## src/rtl/ripple_add_seq_pkg.sv

```systemverilog
// Shared types and helpers for the multi-word ripple add/subtract sequencer.
package ripple_add_seq_pkg;

  typedef enum logic [1:0] {
    StIdle = 2'd0,
    StRun  = 2'd1,
    StDone = 2'd2
  } seq_state_e;

  // Slice index width: $clog2(words), but never narrower than one bit.
  function automatic int unsigned idx_width(input int unsigned words);
    return (words > 1) ? $clog2(words) : 1;
  endfunction

  localparam int unsigned DefaultWords = 4;
  localparam int unsigned DefaultIdxW  = idx_width(DefaultWords);

endpackage

```

## src/rtl/ripple_adder.sv

```systemverilog
// N_BITS-wide combinational ripple-carry adder built from a chain of full adders.
module ripple_adder #(
  parameter int unsigned N_BITS = 4
) (
  input  logic [N_BITS-1:0] a,
  input  logic [N_BITS-1:0] b,
  input  logic              cin,
  output logic [N_BITS-1:0] sum,
  output logic              cout
);

  logic [N_BITS:0] carry;

  always_comb begin
    carry    = '0;
    sum      = '0;
    carry[0] = cin;
    for (int i = 0; i < N_BITS; i++) begin
      sum[i]     = a[i] ^ b[i] ^ carry[i];
      carry[i+1] = (a[i] & b[i]) | (carry[i] & (a[i] ^ b[i]));
    end
  end

  assign cout = carry[N_BITS];

endmodule

```

## src/rtl/ripple_add_sequencer.sv

```systemverilog
// Wide add/subtract performed one N_BITS slice per clock through a single ripple adder,
// least-significant slice first, with the carry registered between slices.
module ripple_add_sequencer
  import ripple_add_seq_pkg::*;
#(
  parameter int unsigned N_BITS = 4,
  parameter int unsigned WORDS  = 4
) (
  input  logic                    clk,
  input  logic                    rst,
  input  logic                    in_valid,
  output logic                    in_ready,
  input  logic [N_BITS*WORDS-1:0] a,
  input  logic [N_BITS*WORDS-1:0] b,
  input  logic                    sub,
  output logic                    out_valid,
  input  logic                    out_ready,
  output logic [N_BITS*WORDS-1:0] result,
  output logic                    cout,
  output logic                    overflow,
  output logic                    busy
);

  localparam int unsigned W    = N_BITS * WORDS;
  localparam int unsigned IdxW = idx_width(WORDS);
  localparam logic [IdxW-1:0] LastIdx = IdxW'(WORDS - 1);

  seq_state_e      state_q, state_d;
  logic [IdxW-1:0] idx_q, idx_d;
  logic            carry_q, carry_d;
  logic [W-1:0]    a_q, a_d, b_q, b_d;
  logic [W-1:0]    result_q, result_d;
  logic            cout_q, cout_d;
  logic            ovf_q, ovf_d;

  logic [N_BITS-1:0] slice_a, slice_b, slice_sum;
  logic              slice_cout;

  assign slice_a = a_q[idx_q*N_BITS +: N_BITS];
  assign slice_b = b_q[idx_q*N_BITS +: N_BITS];

  ripple_adder #(
    .N_BITS(N_BITS)
  ) u_adder (
    .a   (slice_a),
    .b   (slice_b),
    .cin (carry_q),
    .sum (slice_sum),
    .cout(slice_cout)
  );

  always_comb begin
    state_d  = state_q;
    idx_d    = idx_q;
    carry_d  = carry_q;
    a_d      = a_q;
    b_d      = b_q;
    result_d = result_q;
    cout_d   = cout_q;
    ovf_d    = ovf_q;
    unique case (state_q)
      StIdle: begin
        if (in_valid) begin
          // Subtraction is A + ~B + 1: invert B here and seed the carry with sub.
          a_d     = a;
          b_d     = sub ? ~b : b;
          carry_d = sub;
          idx_d   = '0;
          state_d = StRun;
        end
      end
      StRun: begin
        result_d[idx_q*N_BITS +: N_BITS] = slice_sum;
        carry_d = slice_cout;
        if (idx_q == LastIdx) begin
          cout_d  = slice_cout;
          ovf_d   = (a_q[W-1] == b_q[W-1]) && (slice_sum[N_BITS-1] != a_q[W-1]);
          state_d = StDone;
        end else begin
          idx_d = idx_q + IdxW'(1);
        end
      end
      StDone: begin
        if (out_ready) state_d = StIdle;
      end
      default: state_d = StIdle;
    endcase
  end

  always_ff @(posedge clk) begin
    if (rst) begin
      state_q  <= StIdle;
      idx_q    <= '0;
      carry_q  <= 1'b0;
      a_q      <= '0;
      b_q      <= '0;
      result_q <= '0;
      cout_q   <= 1'b0;
      ovf_q    <= 1'b0;
    end else begin
      state_q  <= state_d;
      idx_q    <= idx_d;
      carry_q  <= carry_d;
      a_q      <= a_d;
      b_q      <= b_d;
      result_q <= result_d;
      cout_q   <= cout_d;
      ovf_q    <= ovf_d;
    end
  end

  assign in_ready  = (state_q == StIdle);
  assign out_valid = (state_q == StDone);
  assign busy      = (state_q == StRun) || (state_q == StDone);
  assign result    = result_q;
  assign cout      = cout_q;
  assign overflow  = ovf_q;

endmodule

```

## config.mk

```make
export PLATFORM = sky130hd
export DESIGN_NAME = ripple_add_sequencer
export DESIGN_NICKNAME = d
export VERILOG_FILES = /design/src/rtl/ripple_add_seq_pkg.sv /design/src/rtl/ripple_adder.sv /design/src/rtl/ripple_add_sequencer.sv
export SDC_FILE = /design/constraint.sdc
export NUM_CORES = 1
export LEC_CHECK = 0
export ABC_AREA = 1
export CAP_MARGIN = 25
export CORE_UTILIZATION = 40
export DETAILED_ROUTE_END_ITERATION = 12
export PLACE_DENSITY_LB_ADDON = 0.1
export SYNTH_ARGS = -nofsm -noshare
export SYNTH_HDL_FRONTEND = slang
export SYNTH_SLANG_ARGS = --single-unit
```

## constraint.sdc

```tcl
create_clock -name clk -period 3.25 [get_ports clk]
set_input_delay 0.65 -clock clk [delete_from_list [all_inputs] [get_ports clk]]
set_output_delay 0.65 -clock clk [all_outputs]
set_load 0.01 [all_outputs]
```

=== Word level (Yosys, flattened, before mapping) ===
Index checks and enable logic that the tools add are counted.

* Register bits after elaboration: 55
* Latch bits: 0
* RAM bits: 0
* Bits in read-only memories: 0
* Output and inout port bits: 21
* Logic and storage cells: 64
* Memories: 0

* $add $sub $neg: 2
* Multipliers: 0
* Div/mod/pow operators: 0
* Magnitude comparators: 0
* Eq/ne operators: 9
* Shift-type cells: 4
* Mux-type cells: 11
* Bitwise logic cells: 21
* Reduce and logical (&&, ||, !) cells: 9

{| class="wikitable"
|+ Operator list
! kind !! count
|-
| negation 4 -> 34 bit || 1
|-
| variable shift 4 x 34 -> 16 bit (first input constant) || 1
|-
| indexed part select 4 x 34 -> 16 bit || 1
|-
| indexed part select 16 x 5 -> 4 bit || 2
|-
| bitwise mux 16 bit || 1
|-
| 2-to-1 mux 16 bit || 1
|-
| NOT 16 bit || 1
|-
| 2-to-1 mux 2 bit || 5
|-
| AND 1 bit || 8
|-
| bitwise XOR 1 bit || 8
|-
| inequality test 2 bit (second input constant) || 3
|-
| case mux 2 bit (3 select lines) || 1
|-
| AND reduction 2 bit || 3
|-
| AND reduction 3 bit || 2
|-
| == test 2 bit (second input constant) || 2
|-
| OR 1 bit || 4
|-
| case mux 2 bit (2 select lines) || 1
|-
| adder 2 x 1 -> 2 bit (second input constant) || 1
|-
| == test 2 x 1 -> 1 bit (second input constant) || 1
|-
| logical NOT 2 bit || 1
|-
| inequality test 2 x 1 -> 1 bit (second input constant) || 1
|-
| case mux 1 bit (2 select lines) || 1
|-
| nonzero test 2 bit || 1
|-
| == test 1 bit || 1
|-
| other kinds (4) || 4
|}

=== Depth between registers and ports, before layout ===
* Depth in word-level cells: 11
* Mapped depth: 17
* Depth with buffers taken out: 17

=== Modules after synthesis ===
From an unflattened synthesis, not the netlist that was laid out.

* Cells, all modules: 359
* Area, all modules: 2761.4 µm²

{| class="wikitable"
|+ Modules (own cells, without submodules)
! module !! instances !! cells each !! area each (µm²)
|-
| ripple_add_sequencer || 1 || 345 || 2643.8
|-
| ripple_adder || 1 || 14 || 117.6
|}

=== Worst setup path after synthesis ===
No wires, ideal clock.

* Path type: reg2reg
* From: register idx_q[0]
* To: register ovf_q (netlist: overflow)
* Setup time: 0.115 ns
* Arrival time: 2.697 ns
* Slack: 0.438 ns
* Cell stages (with the launch flop): 18
* Period minus slack after synthesis: 2.812 ns
* Cell sequence: dfxtp_1 -> buf_2 -> o21ai_0 -> nor2_1 -> a21oi_1 -> fa_1 -> inv_1 -> fa_1 -> inv_1 -> fa_1 -> inv_1 -> fa_1 -> inv_1 -> nor2_1 -> nand2_1 -> nand2_1 -> o21ai_0 -> inv_1

* Cells in the longest elaborated chain, start to end: 11
* Elaborated cells on any way between the ends: 20
* Classes of those cells: 2 x eq/ne; 2 x shift; 14 x bitwise; 2 x reduce/logical

{| class="wikitable"
|+ RTL lines
! what !! line !! source
|-
| start, declared || ripple_add_sequencer.sv:29 || <nowiki>logic [IdxW-1:0] idx_q, idx_d;</nowiki>
|-
| start signal, assigned || ripple_add_sequencer.sv:102 || <nowiki>idx_q <= idx_d;</nowiki>
|-
| indexed part select 16 x 5 -> 4 bit, on equally long branches || ripple_add_sequencer.sv:39, ripple_add_sequencer.sv:40 ||
|-
| bitwise XOR 1 bit || ripple_adder.sv:20 || <nowiki>carry[i+1] = (a[i] & b[i]) | (carry[i] & (a[i] ^ b[i]));</nowiki>
|-
| AND 1 bit || ripple_adder.sv:20 ||
|-
| OR 1 bit || ripple_adder.sv:20 ||
|-
| AND 1 bit || ripple_adder.sv:20 ||
|-
| OR 1 bit || ripple_adder.sv:20 ||
|-
| AND 1 bit || ripple_adder.sv:20 ||
|-
| OR 1 bit || ripple_adder.sv:20 ||
|-
| bitwise XOR 1 bit || ripple_adder.sv:19 || <nowiki>sum[i] = a[i] ^ b[i] ^ carry[i];</nowiki>
|-
| inequality test 1 bit || ripple_add_sequencer.sv:77 || <nowiki>ovf_d = (a_q[W-1] == b_q[W-1]) && (slice_sum[N_BITS-1] != a_q[W-1]);</nowiki>
|-
| logical AND 1 bit || ripple_add_sequencer.sv:77 ||
|-
| end signal, assigned || ripple_add_sequencer.sv:108 || <nowiki>ovf_q <= ovf_d;</nowiki>
|-
| end, declared || ripple_add_sequencer.sv:34 || <nowiki>logic ovf_q, ovf_d;</nowiki>
|}

Parallel ways exist; a longest one is shown, timed or not.
A chain may end at the register's enable or synchronous reset.

=== Worst setup path in the final report ===
Same ends and word-level chain as after synthesis.

==> results_dict.tcl <==
set metrics [dict create \
    status "finished, violations left" \
    violations "DRC" \
    p_leak_nw 1.37 \
    clock_latency_ns 0.31 \
    path_clk_slew_ns 0.11 \
    drv_cap 0 \
    syn_to_final_growth_pct 26.5 \
    fin_skew_ns 0.0136 \
    fp.dieW_um 84.1 \
    num_rows 29 \
    cts_root_buffer "clkbuf_8" \
    place_area_um2 3290 \
    fin_nets 460 \
    endpoint_kind "register" \
    ctsHtreeMaxLevel 2 \
    wl_mm 5.87 \
    design_area_um2 3410 \
    regToRegEndpoint "overflow" \
    ctsLongestPathBuffers 2 \
    dieArea_um2 7070 \
    top_level_ports 58 \
    first_pass_iters 8 \
    endpoint "overflow" \
    ys_types 24 \
    r2r_cells 16 \
    max-slew-margin-rel 0.377 \
    synthCells 357 \
    ys_seq_area_frac 0.409 \
    grt_pass1_vias 2106 \
    fillers 656 \
    drc 2 \
    diodes 0 \
    start_kind "register" \
    setup_tns_ns 0 \
    hold_violations 0 \
    synth_warnings 0 \
    p_per_area_nw_per_um2 724 \
    cp.required_ns 3.47 \
    syn_area_per_cell_um2 7.55 \
    slew_violations 0 \
    cts_sinks 55 \
    cts_setup_buffers 0 \
    drt_iter0_markers 88 \
    syn_area_um2 2700 \
    via_per_inst 4.88 \
    grt.total_usage 0.170 \
    r2r-start "idx_q[0]" \
    cts_resized 0 \
    whs_ns 0.464 \
    cts_inserted_buffers 5 \
    postCtsHoldBufs 0 \
    crit_fanout 15 \
    tritoncts "built" \
    hold-path-cell-count 2 \
    port-buffer-count 57 \
    grt_max_degree 46 \
    rsz0062_at_grt "no" \
    tightestPinTransition_ns 0.931 \
    grt_first_pass_wirelength_mm 9.74 \
    max_freq_ghz 0.337 \
    num_vias 2380 \
    worst_ep_arrival_time_ns 3.19 \
    finalCritPeriodShare 0.914 \
    period_needed_ns 2.97 \
    wire_per_inst_um 12.0 \
    ff2ff_setup_slack_ns 0.28 \
    final_core_util 0.531 \
    grt_overflow 0 \
    drive_above_1_share 0.0511 \
    min_path_type "reg2reg" \
    die_y_um 84.1 \
    cp-startpoint "idx_q[0]" \
    antenna_found_initial 0 \
    drtAntennaViolNets 0 \
    gp_congestion 0.838 \
    dpl.hpwl_mm 4.45 \
    start_util 0.420 \
    crit_type "reg2reg" \
    ys_seq_elements 55 \
    synth_nets 407 \
    setup_viol 0 \
    ir_worst_vdd_mv 0.279 \
    coreArea_um2 6420 \
]
-- logic make-up after synthesis --
kind of cell / synth area share
compound gates: 0.184
xor+xnor: 0.0520
fa+ha+maj: 0.0715
buf+inv: 0.0905
flops: 0.409
simple gates: 0.194
-- cell usage after synthesis --
cell,instances,share of area
o21ai_1,7,0.013
buf_6,5,0.021
nand4_1,4,0.0093
inv_2,1,0.0014
clkbuf_2,1,0.0019
buf_2,10,0.019
nand2_1,50,0.070
buf_4,3,0.0084
nand3b_1,2,0.0056
ha_1,9,0.042
clkinv_2,1,0.0019
nand2_2,1,0.0023
inv_1,26,0.036
nor3_1,2,0.0037
nor2_1,60,0.084
nand2_4,2,0.0084
o21ai_0,44,0.082
clkinv_1,1,0.0014
nand3_1,6,0.011
a21oi_1,43,0.080
o22ai_1,4,0.0093
xnor2_1,16,0.052
dfxtp_1,55,0.41
fa_1,4,0.030
-- placed cells by master, fill, tap and decap left out, drive strengths merged, types with 4 or more instances in the layout --
cell type,netlist,routed
buf,18,8
dfxtp,55,55
nor2,60,60
a21oi,43,43
ha,9,9
fa,4,4
nand2,53,53
clkdlybuf4s50,0,57
inv,27,28
clkbuf,1,6
xnor2,16,16
nand3,6,6
nand4,4,4
o22ai,4,4
o21ai,51,51
-- per-layer routing --
| layer | global-route usage | vias to the layer above | routed length (µm) |
|---|---|---|---|
| li1 | - | 1259 | - |
| met1 | 0.231 | 1069 | 2900 |
| met2 | 0.272 | 44 | 2690 |
| met3 | 0.0346 | 8 | 197 |
| met4 | 0.0486 | 0 | 76 |
| met5 | 0 | - | 0 |
-- state kept, by name, summed over array words and instances (netlist names) --
register / cells
b_q: 16
overflow: 1
result: 16
carry_q: 1
idx_q: 2
state_q: 2
cout: 1
a_q: 16
-- critical path, stage by stage, from the launching register on --
cell and delay (ns):
dfxtp_1 0.58, o21ai_0 0.18, nor2_1 0.11, a21oi_1 0.06
fa_1 0.36, inv_1 0.08, fa_1 0.17, inv_1 0.05
fa_1 0.35, inv_1 0.07, fa_1 0.45, inv_1 0.09
nor2_1 0.04, nand2_1 0.05, nand2_1 0.04, o21ai_0 0.13
inv_1 0.05
-- worst min path at each step --
| stage | from | to | slack (ns) |
|---|---|---|---|
| 2_1_floorplan | a_q[0] | a_q[0] | 0.42 |
| 3_3_place_gp | a_q[2] | a_q[2] | 0.45 |
| 3_5_place_dp | a_q[2] | a_q[2] | 0.45 |
| 4_1_cts | a_q[2] | a_q[2] | 0.46 |
| 5_1_grt | cout | cout | 0.48 |
| 6_report | a_q[2] | a_q[2] | 0.46 |
-- final cells by class --
cell class                      instances  area [µm²]  area share
Clock buffer                            6        82.6      0.0242
Clock inverter                          2        38.8      0.0114
Inverter                               29         110      0.0323
Multi-Input combinational cell        254        1350       0.396
Sequential cell                        55        1100       0.323
Tap cell                               77        96.3      0.0283
Timing Repair Buffer                   65         631       0.185
-- where the power goes --
group | internal (W) | switching [W]
clock | 0.000254 | 0.000226
combinational | 0.000427 | 0.000642
sequential | 0.000824 | 0.0000944
-- stage by stage --
stage	setup WS [ns]	instances	power, W
after floorplan	0.438	357	0.00171
after global placement	0.390	480	0.00199
after detailed placement	0.292	480	0.00202
after CTS	0.277	488	0.00249
after global routing	0.00738	488	0.00266
final	0.281	488	0.00247
Power figures use the tool's default switching activity.
